$ cat src/rtl/clk_rst_pkg.sv
// ---------------------------------------------------------------------------
// clk_rst_pkg
// Shared definitions for the PLL-lock / core reset sequencer.
//   ST_WAIT_LOCK, ST_HOLD, ST_RUN : FSM state encoding (also driven on the
//                                   debug 'state' output, so the codes are fixed)
//   ST_UNUSED                     : illegal code, recovers to ST_WAIT_LOCK
//   max_int()                     : elaboration helper for counter sizing
// ---------------------------------------------------------------------------
package clk_rst_pkg;

  localparam logic [1:0] ST_UNUSED    = 2'b00;
  localparam logic [1:0] ST_WAIT_LOCK = 2'b01;
  localparam logic [1:0] ST_HOLD      = 2'b10;
  localparam logic [1:0] ST_RUN       = 2'b11;

  function automatic int max_int(input int a, input int b);
    return (a > b) ? a : b;
  endfunction

endpackage

$ cat src/rtl/bit_sync.sv
// ---------------------------------------------------------------------------
// bit_sync
// N-stage flip-flop synchronizer for a single asynchronous level.
//   STAGES : number of flops in the chain (>= 2)
//   clk    : destination clock
//   resetn : asynchronous active-low reset, all stages clear to 0
//   d      : asynchronous input
//   q      : synchronized output (last stage)
// ---------------------------------------------------------------------------
module bit_sync #(
  parameter int STAGES = 2
) (
  input  logic clk,
  input  logic resetn,
  input  logic d,
  output logic q
);

  logic [STAGES-1:0] sr;

  always_ff @(posedge clk or negedge resetn) begin
    if (!resetn) begin
      sr <= '0;
    end else begin
      sr <= {sr[STAGES-2:0], d};
    end
  end

  assign q = sr[STAGES-1];

endmodule

$ cat src/rtl/clk_rst_seq.sv
// ---------------------------------------------------------------------------
// clk_rst_seq
// Reset sequencer between the PLL wrapper and the core. Waits for PLL lock
// and the board button to be stable for LOCK_CYCLES, applies a HOLD_CYCLES
// hold-off, then releases a registered active-low core reset.
//
// Optional feature macro: WATCHDOG_EN
//   defined   : watchdog of WDT_CYCLES in RUN, kicked by wdt_kick; expiry
//               forces the sequence to restart and sets sticky wdt_fired
//   undefined : no watchdog, wdt_kick ignored, wdt_fired tied to 0
//
// Parameters: SYNC_STAGES (>=2), LOCK_CYCLES (>=1), HOLD_CYCLES (>=1),
//             WDT_CYCLES (>=2)
// Ports:
//   clk        in   PLL output clock, only clock
//   resetn     in   asynchronous active-low reset of this block
//   pll_lock   in   PLL lock flag, asynchronous
//   ext_resetn in   board reset button, active-low, asynchronous
//   wdt_kick   in   single-cycle synchronous kick strobe from the core
//   cpu_resetn out  registered active-low core reset
//   ready      out  high while in RUN (same as cpu_resetn)
//   state      out  current FSM state for debug LEDs
//   wdt_fired  out  sticky watchdog-expired flag
//
// state        | meaning
// -------------+----------------------------------------------------------
// WAIT_LOCK 01 | core in reset, counting LOCK_CYCLES of stable lock/button
// HOLD      10 | core in reset, counting HOLD_CYCLES hold-off
// RUN       11 | core reset released; watchdog active when built
// (00)         | unused, recovers to WAIT_LOCK
// ---------------------------------------------------------------------------
module clk_rst_seq
  import clk_rst_pkg::*;
#(
  parameter int SYNC_STAGES = 2,
  parameter int LOCK_CYCLES = 1024,
  parameter int HOLD_CYCLES = 4096,
  parameter int WDT_CYCLES  = 16777216
) (
  input  logic       clk,
  input  logic       resetn,
  input  logic       pll_lock,
  input  logic       ext_resetn,
  input  logic       wdt_kick,
  output logic       cpu_resetn,
  output logic       ready,
  output logic [1:0] state,
  output logic       wdt_fired
);

  // A single counter serves both the lock qualification and the hold-off.
  // Width is floored at 1 so LOCK_CYCLES = HOLD_CYCLES = 1 still elaborates.
  localparam int CW = max_int(1, $clog2(max_int(LOCK_CYCLES, HOLD_CYCLES)));
  localparam logic [CW-1:0] LOCK_TC = CW'(LOCK_CYCLES - 1);
  localparam logic [CW-1:0] HOLD_TC = CW'(HOLD_CYCLES - 1);

  generate
    if (SYNC_STAGES < 2) begin : g_bad_sync
      $error("clk_rst_seq: SYNC_STAGES must be >= 2");
    end
    if (LOCK_CYCLES < 1) begin : g_bad_lock
      $error("clk_rst_seq: LOCK_CYCLES must be >= 1");
    end
    if (HOLD_CYCLES < 1) begin : g_bad_hold
      $error("clk_rst_seq: HOLD_CYCLES must be >= 1");
    end
    if (WDT_CYCLES < 2) begin : g_bad_wdt
      $error("clk_rst_seq: WDT_CYCLES must be >= 2");
    end
  endgenerate

  logic          lock_s;
  logic          btn_s;
  logic          ok;
  logic [CW-1:0] cnt;
  logic [CW-1:0] cnt_nxt;
  logic [1:0]    state_nxt;
  logic          wdt_expire;

  bit_sync #(.STAGES(SYNC_STAGES)) u_sync_lock (
    .clk    (clk),
    .resetn (resetn),
    .d      (pll_lock),
    .q      (lock_s)
  );

  bit_sync #(.STAGES(SYNC_STAGES)) u_sync_btn (
    .clk    (clk),
    .resetn (resetn),
    .d      (ext_resetn),
    .q      (btn_s)
  );

  assign ok = lock_s & btn_s;

  // Next-state and counter decode. Loss of ok is tested first in every
  // state so it always beats a terminal count or a watchdog expiry.
  always_comb begin
    state_nxt = state;
    cnt_nxt   = cnt;
    case (state)
      ST_WAIT_LOCK: begin
        if (!ok) begin
          cnt_nxt = '0;
        end else if (cnt == LOCK_TC) begin
          state_nxt = ST_HOLD;
          cnt_nxt   = '0;
        end else begin
          cnt_nxt = cnt + 1'b1;
        end
      end
      ST_HOLD: begin
        if (!ok) begin
          state_nxt = ST_WAIT_LOCK;
          cnt_nxt   = '0;
        end else if (cnt == HOLD_TC) begin
          // Counter parked at 0 in RUN so any later restart counts a full
          // LOCK_CYCLES window.
          state_nxt = ST_RUN;
          cnt_nxt   = '0;
        end else begin
          cnt_nxt = cnt + 1'b1;
        end
      end
      ST_RUN: begin
        cnt_nxt = '0;
        if (!ok || wdt_expire) begin
          state_nxt = ST_WAIT_LOCK;
        end
      end
      default: begin
        state_nxt = ST_WAIT_LOCK;
        cnt_nxt   = '0;
      end
    endcase
  end

  // cpu_resetn/ready come from the next-state decode so they switch on the
  // same edge as 'state' and leave the block straight from a flop.
  always_ff @(posedge clk or negedge resetn) begin
    if (!resetn) begin
      state      <= ST_WAIT_LOCK;
      cnt        <= '0;
      cpu_resetn <= 1'b0;
      ready      <= 1'b0;
    end else begin
      state      <= state_nxt;
      cnt        <= cnt_nxt;
      cpu_resetn <= (state_nxt == ST_RUN);
      ready      <= (state_nxt == ST_RUN);
    end
  end

`ifdef WATCHDOG_EN
  localparam int WW = $clog2(WDT_CYCLES);
  localparam logic [WW-1:0] WDT_TC = WW'(WDT_CYCLES - 1);

  logic [WW-1:0] wdt_cnt;

  // A kick in the terminal cycle still rescues the core.
  assign wdt_expire = (state == ST_RUN) && !wdt_kick && (wdt_cnt == WDT_TC);

  always_ff @(posedge clk or negedge resetn) begin
    if (!resetn) begin
      wdt_cnt   <= '0;
      wdt_fired <= 1'b0;
    end else begin
      if ((state == ST_RUN) && (state_nxt == ST_RUN)) begin
        wdt_cnt <= wdt_kick ? '0 : wdt_cnt + 1'b1;
      end else begin
        wdt_cnt <= '0;
      end
      // Only flag an expiry that actually caused the restart; a lock loss
      // in the same cycle takes precedence.
      if (wdt_expire && ok) begin
        wdt_fired <= 1'b1;
      end
    end
  end
`else
  logic unused_wdt_kick;

  assign unused_wdt_kick = wdt_kick;
  assign wdt_expire      = 1'b0;
  assign wdt_fired       = 1'b0;
`endif

endmodule

$ cat config.mk
export PLATFORM = sky130hd
export DESIGN_NAME = clk_rst_seq
export DESIGN_NICKNAME = d
export VERILOG_FILES = /design/src/rtl/clk_rst_pkg.sv /design/src/rtl/bit_sync.sv /design/src/rtl/clk_rst_seq.sv
export SDC_FILE = /design/constraint.sdc
export NUM_CORES = 1
export LEC_CHECK = 0
export BUFFER_PORTS_ARGS = -buffer_cell sky130_fd_sc_hd__clkbuf_2
export CORE_MARGIN = 2
export CORE_UTILIZATION = 45
export DETAILED_ROUTE_END_ITERATION = 10
export PLACE_DENSITY_LB_ADDON = 0.2
export SLEW_MARGIN = 20
export SYNTH_ARGS = -nofsm -noshare
export SYNTH_HDL_FRONTEND = slang
export SYNTH_SLANG_ARGS = --single-unit
$ cat constraint.sdc
create_clock -name clk -period 4.5 [get_ports clk]
set_clock_uncertainty 0.1 [all_clocks]
set_input_delay 0.45 -clock clk [delete_from_list [all_inputs] [get_ports clk]]
set_output_delay 0.45 -clock clk [all_outputs]
set_load 0.05 [all_outputs]
# Word-level counts from Yosys, hierarchy flattened
# Cells that the tools add are included.
[classes] eq_ne=6 muxes=11 addsub=1 bitwise_logic=1
[ops] operator="12-bit two-way mux" count=4
[ops] operator="12-bit one-hot mux with 2 select lines" count=1
[ops] operator="12-bit by 1-bit adder with 12-bit output (second input constant)" count=1
[ops] operator="12-bit by 10-bit equality test with 1-bit output (second input constant)" count=1
[ops] operator="12-bit equality test (second input constant)" count=1
[ops] operator="2-bit two-way mux" count=5
[ops] operator="2-bit equality test (second input constant)" count=3
[ops] operator="2-bit one-hot mux with 3 select lines" count=1
[ops] operator="2-bit by 1-bit equality test with 1-bit output (second input constant)" count=1
[ops] operator="1-bit AND" count=1
[totals] regBits=19

# Longest topological paths before layout
# Gate-level depths: netlist of run 1.
[depth] word_depth=5 depth_mapped=7 ltp_nobuf=6

# Modules after synthesis
# A second synthesis of run 1 with hierarchy kept.
[hier_totals] hier_cells=94 area_unflattened_um2=993.5
[by_module_without_submodules] mod="clk_rst_seq" cells_each=90 area_per_inst_um2=893.4 n_inst=1 seq_area_each_um2=376.6
[by_module_without_submodules] mod="bit_sync" cells_each=2 area_per_inst_um2=50.0 n_inst=2 seq_area_each_um2=50.0

# Worst setup path before layout of run 1
# Ideal clock, no wire load.
[synth_path] path_type="register to register" startpoint="reg state[0]" endpoint="reg cnt[10]" arrival_ns=1.821 path_stages_with_launch=8 t_required_ns=4.281 path_slack_ns=2.461 n_path_buf=1 setup_time_ns=0.119 cell_sequence="dfstp_2 inv_1 ha_1 or3_2 o21ai_0 a21o_1 buf_6 nor2_1"
[synth_via] elab_chain_cells=2 elab_cells_between_ends=3
[synth_lines] element="from (decl)" line_no="clk_rst_seq.sv:47" source="output logic [1:0] state,"
[synth_lines] element="from (signal assigned)" line_no="clk_rst_seq.sv:147" source="state <= state_nxt;"
[synth_lines] element="2-bit equality test or 2-bit by 1-bit equality test with 1-bit output (tied branches)" line_no="clk_rst_seq.sv:101" source="case (state)"
[synth_lines] element="12-bit one-hot mux with 2 select lines (*)" line_no="clk_rst_seq.sv:101"
[synth_lines] element="via cnt_nxt[10]" line_no="clk_rst_seq.sv:76" source="logic [CW-1:0] cnt_nxt;"
[synth_lines] element="to (signal assigned)" line_no="clk_rst_seq.sv:148" source="cnt <= cnt_nxt;"
[synth_lines] element="to (decl)" line_no="clk_rst_seq.sv:75" source="logic [CW-1:0] cnt;"
# The timed path passes the listed nets; every way through them passes the cells marked *.

# Final worst setup path of run 1
[layout_path] startpoint="reg state[0]" endpoint="reg cnt[11]"
# The elaborated chain is that of the path after synthesis.

==> results of run 1 <==
sequential cells by signal, summed over array words and instances (netlist names):
name            flops
u_sync_lock.sr      2
state               2
cnt                12
ready               1
u_sync_btn.sr       2
cells in the final DEF (no fill, tap or decap):
master,count
a21o_1,1
a21oi_1,2
a22oi_2,1
and4_1,1
clkbuf_1,1
clkbuf_2,7
clkbuf_4,3
conb_1,1
dfrtp_1,18
dfstp_2,1
dlygate4sd3_1,1
ha_1,6
inv_1,5
nand2_1,7
nand3_1,1
nand3_4,1
nand3b_1,1
nand4_1,1
nand4_4,1
nand4bb_1,1
nor2_1,12
nor2b_1,1
nor3_1,2
nor3b_1,1
nor4_2,2
nor4b_2,1
o2111ai_1,1
o21ai_0,3
o21ai_1,1
o21ba_2,1
o31ai_1,1
or3_2,2
xnor2_1,5
xor2_1,4
metal layers:
layer  GRT usage (%)  vias to the layer above  wire, um
li1                -                      318         -
met1            19.8                      306       729
met2            23.2                       11       680
met3            3.57                        0        45
met4            2.70                        0         0
met5               0                        -         0
worst max-delay path, cell delays in order (launching register included):
cell and delay (ns):
dfstp_2 0.61, inv_1 0.08, ha_1 0.24, or3_2 0.41, o21ai_0 0.08, a21o_1 0.34
nor2_1 0.10
what timing repair did:
action                                 CTS  global route
endpoints found under the hold margin    9             0
hold buffers                             1             0
buffers inserted                         0             0
worst max-delay path by stage:
stage	endpoint	cells after the start
after detailed placement	cnt[11]	6
after global placement	cnt[3]	6
final	cnt[11]	6
after global routing	cnt[10]	6
after CTS	cnt[5]	6
after floorplan	cnt[10]	7
power by group:
| part | internal (mW) | total [mW] | switching, mW |
|---|---|---|---|
| sequential | 0.173 | 0.175 | 0.00151 |
| combinational | 0.00282 | 0.0110 | 0.00818 |
| clock | 0.0344 | 0.0836 | 0.0492 |
through the flow:
step,hold slack (ns),setup WS [ns],instances
after floorplan,0.0544,2.46,89
after global placement,0.232,2.45,120
after detailed placement,0.237,2.44,120
after CTS,0.147,2.42,125
after global routing,0.136,2.28,125
final,0.160,2.43,125
area by class of cell:
cell class / count / area [um2] / area share, %
Inverter: 5 / 18.8 / 1.77
Clock buffer: 4 / 26.3 / 2.47
Tap cell: 27 / 33.8 / 3.18
Sequential cell: 19 / 477 / 44.9
Multi-Input combinational cell: 62 / 462 / 43.5
Timing Repair Buffer: 8 / 45.0 / 4.24
logic make-up (layout without fill, tap and decap cells):
family	Yosys count	in the layout	share of synthesized area [%]
xor+xnor	9	9	8.01
fa+ha+maj	6	6	7.63
buf+inv	8	17	4.58
other cells	1	1	0.381
flops	19	19	48.5
compound gates	11	11	7.76
simple gates	35	35	23.2
==> out/qor.yml, run 1 <==
yosys:
  ys_seq_area_share_pct: 48.5
  syn-instance-count: 89
  synth_top_area_cell: "dfrtp_1"
  yosysMostFrequentCell: "dfrtp_1"
  syn-mean-instance-area_um2: 11.0
  synth.top_cells.by_count: "18 x dfrtp_1, 12 x nor2_1, 7 x nand2_1, 6 x ha_1"
  synth_area_leaders: "dfrtp_1 46%, ha_1 7.6%, nor2_1 4.6%"
  async_reset_ff_share_pct: 100
  yosys_warnings: 0
  synth-edff-count: 0
  netlist_area_um2: 983
  synth_top_area_share_pct: 45.8
  synth_ff_type: "dfrtp_1"
  synth_cell_types: 32
  synth_seq_cells: 19
  synth_nets: 100
setup_path:
  worstSetupEndpointType: "register"
  reg2reg_to: "cnt[11]"
  rrSetupSlack_ns: 2.43
  crit_type: "register to register"
  worstPathMaxFanout: 10
  r2r-start: "state[0]"
  crit_path_start: "state[0]"
  r2r_cells: 6
  cp.required_ns: 4.57
  startpoint_type: "register"
  cp.arrival_ns: 2.14
power_and_ir_drop:
  ir_drop_mv: 0.198
  p_per_area_nw_per_um2: 254
  power_mw: 0.269
  power_leakage_nw: 0.467
layout:
  syn2layout_area_growth_pct: 8.02
  fin_nets: 110
  antenna_cells: 0
  fillers: 197
  design_area_um2: 1060
  final_core_util_pct: 53.1
  drive_above_1_share_pct: 20.4
sta:
  setup_viol: 0
  timing.setup.tns_ns: 0
  period_needed_ns: 2.07
  grt_setup_unrepaired: "no"
  fmax_ghz: 0.482
  final-hold-violation-count: 0
  final.period_utilization_pct: 46.1
  slew_viol_final: 0
placement:
  routabilityCongestion: 0.785
  io_buffers: 7
  placed_area_um2: 1030
  dp_hpwl_um: 1080
grt:
  grt-ovfl-total: 0
  grt_usage_pct: 14.4
  antenna_found_initial: 0
  grt_max_degree: 20
  grt_pass1_wl_um: 2790
  grt_pass1_vias: 631
clock_tree:
  htreeDepth: 1
  cts_resized: 0
  clk_latency_ns: 0.29
  clockBufferDepth: 2
  clock-sinks: 19
  root_buffer: "clkbuf_4"
  cts_tree: "done"
  cts_buffers: 3
  clk_pin_slew_worst_paths_ns: 0.10
die:
  die_area_um2: 2580
  initial_core_util_pct: 49.1
  fp-row-count: 16
  ios: 10
  die_y_um: 50.8
  chipWidth_um: 50.8
  coreArea_um2: 2000
route:
  vias: 635
  dr.pass1.iters: 4
  routed_via_density: 5.08
  drc: 0
  routed_wl_um: 1450
  drtIter0Drc: 7
  routedWlPerCell_um: 11.6
  ant_nets: 0
hold_path:
  holdPathEnd: "u_sync_lock.sr[0]"
  hp-start: "pll_lock"
  holdPathStages: 1
  hp-class: "input port to register"
run_status:
  status: "completed"
flow_run:
  cap_violations: 0
(Power assumes the default switching activity.)
==> run 2: changes to the inputs <==
--- a/config.mk
+++ b/config.mk
@@ -5,6 +5,7 @@
 export SDC_FILE = /design/constraint.sdc
 export NUM_CORES = 1
 export LEC_CHECK = 0
+export ABC_AREA = 1
 export BUFFER_PORTS_ARGS = -buffer_cell sky130_fd_sc_hd__clkbuf_2
 export CORE_MARGIN = 2
 export CORE_UTILIZATION = 45
==> constraint.sdc (replaced) <==
create_clock -name clk -period 1.76 [get_ports clk]
set_clock_uncertainty 0.1 [all_clocks]
set_input_delay 0.176 -clock clk [delete_from_list [all_inputs] [get_ports clk]]
set_output_delay 0.176 -clock clk [all_outputs]
set_load 0.05 [all_outputs]
==> out/qor.yml, run 2 <==
run_status:
  status: "completed"
layout:
  fin_nets: 138  # +25%
  drive_above_1_share_pct: 14.3  # -6.1 points
  fillers: 185  # -6.1%
  layout_commonest_cell: "nand2_1"
  regMostFlops: "cnt"
  mostFrequentLayoutCells: "26 x nand2_1, 18 x nor2_1, 18 x dfrtp_1, 13 x inv_1, 8 x nand3_1"
  largest_reg_flops: 12  # unchanged
  syn2layout_area_growth_pct: 11.2
  antenna_cells: 0  # unchanged
sta:
  slew_viol_final: 0  # unchanged
  final.period_utilization_pct: 89.7  # +44 points
  setup_ws_ns: 0.181  # -2.24 ns
  final-hold-violation-count: 0  # unchanged
  period_needed_ns: 1.58  # -0.496 ns
  grt_setup_unrepaired: "yes"
  fmax_ghz: 0.633  # +31%
  setup_viol: 0  # unchanged
clock_tree:
  cts_buffers: 3  # unchanged
  root_buffer: "clkbuf_4"
  htreeDepth: 1  # unchanged
  clockBufferDepth: 2  # unchanged
  clk_latency_ns: 0.30  # about the same
  clock-sinks: 19  # unchanged
  clk_pin_slew_worst_paths_ns: 0.11  # about the same
  cts_setup_buffers: 0  # unchanged
  cts_tree: "done"
yosys:
  synth_ff_type: "dfrtp_1"
  yosys_warnings: 0  # unchanged
  synth_cell_types: 22  # -31%
  async_reset_ff_share_pct: 100  # unchanged
  syn-mean-instance-area_um2: 8.57  # -22%
  synth.top_cells.by_count: "26 x nand2_1, 19 x nor2_1, 18 x dfrtp_1, 13 x inv_1, 8 x nand3_1"
  ys_seq_area_share_pct: 48.4  # -0.12 points
  syn-instance-count: 115  # +29%
  yosysMostFrequentCell: "nand2_1"
  synth_nets: 126  # +26%
  synth-edff-count: 0  # unchanged
  netlist_area_um2: 986  # +0.25%
  synth_top_area_share_pct: 45.7  # -0.12 points
  synth_top_area_cell: "dfrtp_1"
  synth_area_leaders: "dfrtp_1 46%, nand2_1 9.9%, ha_1 7.6%"
  synth_seq_cells: 19  # unchanged
flow_run:
  cap_violations: 0  # unchanged
setup_path:
  cp.required_ns: 1.85  # -2.72 ns
  crit_type: "register to register"
  cp.arrival_ns: 1.67  # -0.47 ns
  worstSetupEndpointType: "register"
  rrSetupSlack_ns: 0.18  # -2.24 ns
  worstPathMaxFanout: 11  # +1
  startpoint_type: "register"
grt:
  grt_pass1_vias: 704  # +12%
  grt_pass1_wl_um: 2880  # +3.2%
  grt_usage_pct: 15.1  # +0.68 points
  antenna_found_initial: 0  # unchanged
  grt-ovfl-total: 0  # unchanged
  grt_max_degree: 20  # unchanged
die:
  chipWidth_um: 50.8  # +0.12%
  fp-row-count: 16  # unchanged
  initial_core_util_pct: 48.8  # -0.36 points
  die_y_um: 50.8  # +0.12%
  die_area_um2: 2580  # +0.24%
  coreArea_um2: 2020  # +1.0%
  ios: 10  # unchanged
hold_path:
  hp-class: "input port to asynchronous set/reset pin"
power_and_ir_drop:
  p_per_area_nw_per_um2: 638  # +150%
  ir_drop_mv: 0.524  # +160%
  power_mw: 0.699  # +160%
  power_leakage_nw: 0.537  # +15%
route:
  drtIter0Drc: 7  # unchanged
  routed_via_density: 4.75  # -6.6%
  routedWlPerCell_um: 10.4  # -10%
  vias: 726  # +14%
  dr.pass1.iters: 4  # unchanged
  ant_nets: 0  # unchanged
  drc: 0  # unchanged
  routed_wl_um: 1600  # +9.9%
placement:
  routabilityCongestion: 0.755  # -3.8%
  post-place-ws_ns: 0.106  # -2.34 ns
  io_buffers: 7  # unchanged
  dp_hpwl_um: 1170  # +8.2%
## run 2: metrics by stage
step	utilization, %	hold WS (ns)	instances	cell area (um2)	TNS, ns
2_1_floorplan	-	-0.220	115	986	0
3_3_place_gp	50.9	0.0426	146	1030	0
3_5_place_dp	50.9	0.0476	146	1030	0
4_1_cts	53.8	0.245	153	1090	0
5_1_grt	54.2	0.272	153	1100	-0.00337
6_report	54.2	0.239	153	1100	0
## run 2: cell families (layout without fill, tap and decap cells)
| family | Yosys count | count (layout) | synth area share [%] |
|---|---|---|---|
| buffers and inverters | 16 | 27 | 7.61 |
| AND/OR/NAND/NOR | 63 | 63 | 27.9 |
| other | 1 | 1 | 0.380 |
| flip-flops | 19 | 19 | 48.4 |
| adder cells (fa/ha/maj) | 6 | 6 | 7.61 |
| AO/OA/AOI/OAI | 3 | 3 | 1.90 |
| XOR/XNOR | 7 | 7 | 6.22 |
## run 2: final timing paths
kind	startpoint	end	cells after the start
setup / recovery	cnt[0]	cnt[11]	8
hold / removal	resetn	cnt[6]	2
setup reg to reg	cnt[0]	cnt[11]	8
hold reg to reg	u_sync_btn.sr[0]	u_sync_btn.sr[1]	0
max in group asynchronous	resetn	state[0]	2
min in group clk	u_sync_btn.sr[0]	u_sync_btn.sr[1]	0
## run 2: cell type report
type,count,area [um2],share of cell area (%)
clock buffers,3,22.5,2.05
repair buffers,10,65.1,5.94
flip-flops and latches,19,477,43.5
inverters,13,48.8,4.45
multi-input cells,80,442,40.3
well taps,27,33.8,3.08
clock inverters,1,7.51,0.685
## run 2: power by group
group | switching (mW) | internal (mW) | leakage [nW]
registers | 0.00246 | 0.443 | 0.252
logic | 0.0223 | 0.0101 | 0.272
clock network | 0.135 | 0.0865 | 0.0139
## run 2: metal layers
layer / part of all wire, % / track usage, %
met5: 0 / 0
met4: 1.3 / 5.41
met3: 3.5 / 5.56
met2: 47 / 24.1
met1: 48 / 18.7
## run 2: what timing repair did
item / 4_1_cts / 5_1_grt
hold endpoints to repair: 20 / 0
gates resized for setup: 0 / 2
hold buffers: 3 / 0
endpoints found under the setup margin: 0 / 12
## run 2: worst max-delay path, cell delays in order, from the launching register on
cell	delay (ns)
dfrtp_1	0.38
ha_1	0.22
nand2_1	0.08
nor2_2	0.15
nand3_1	0.15
nand2_1	0.10
nand2_1	0.09
nand2_4	0.14
nor2_1	0.07
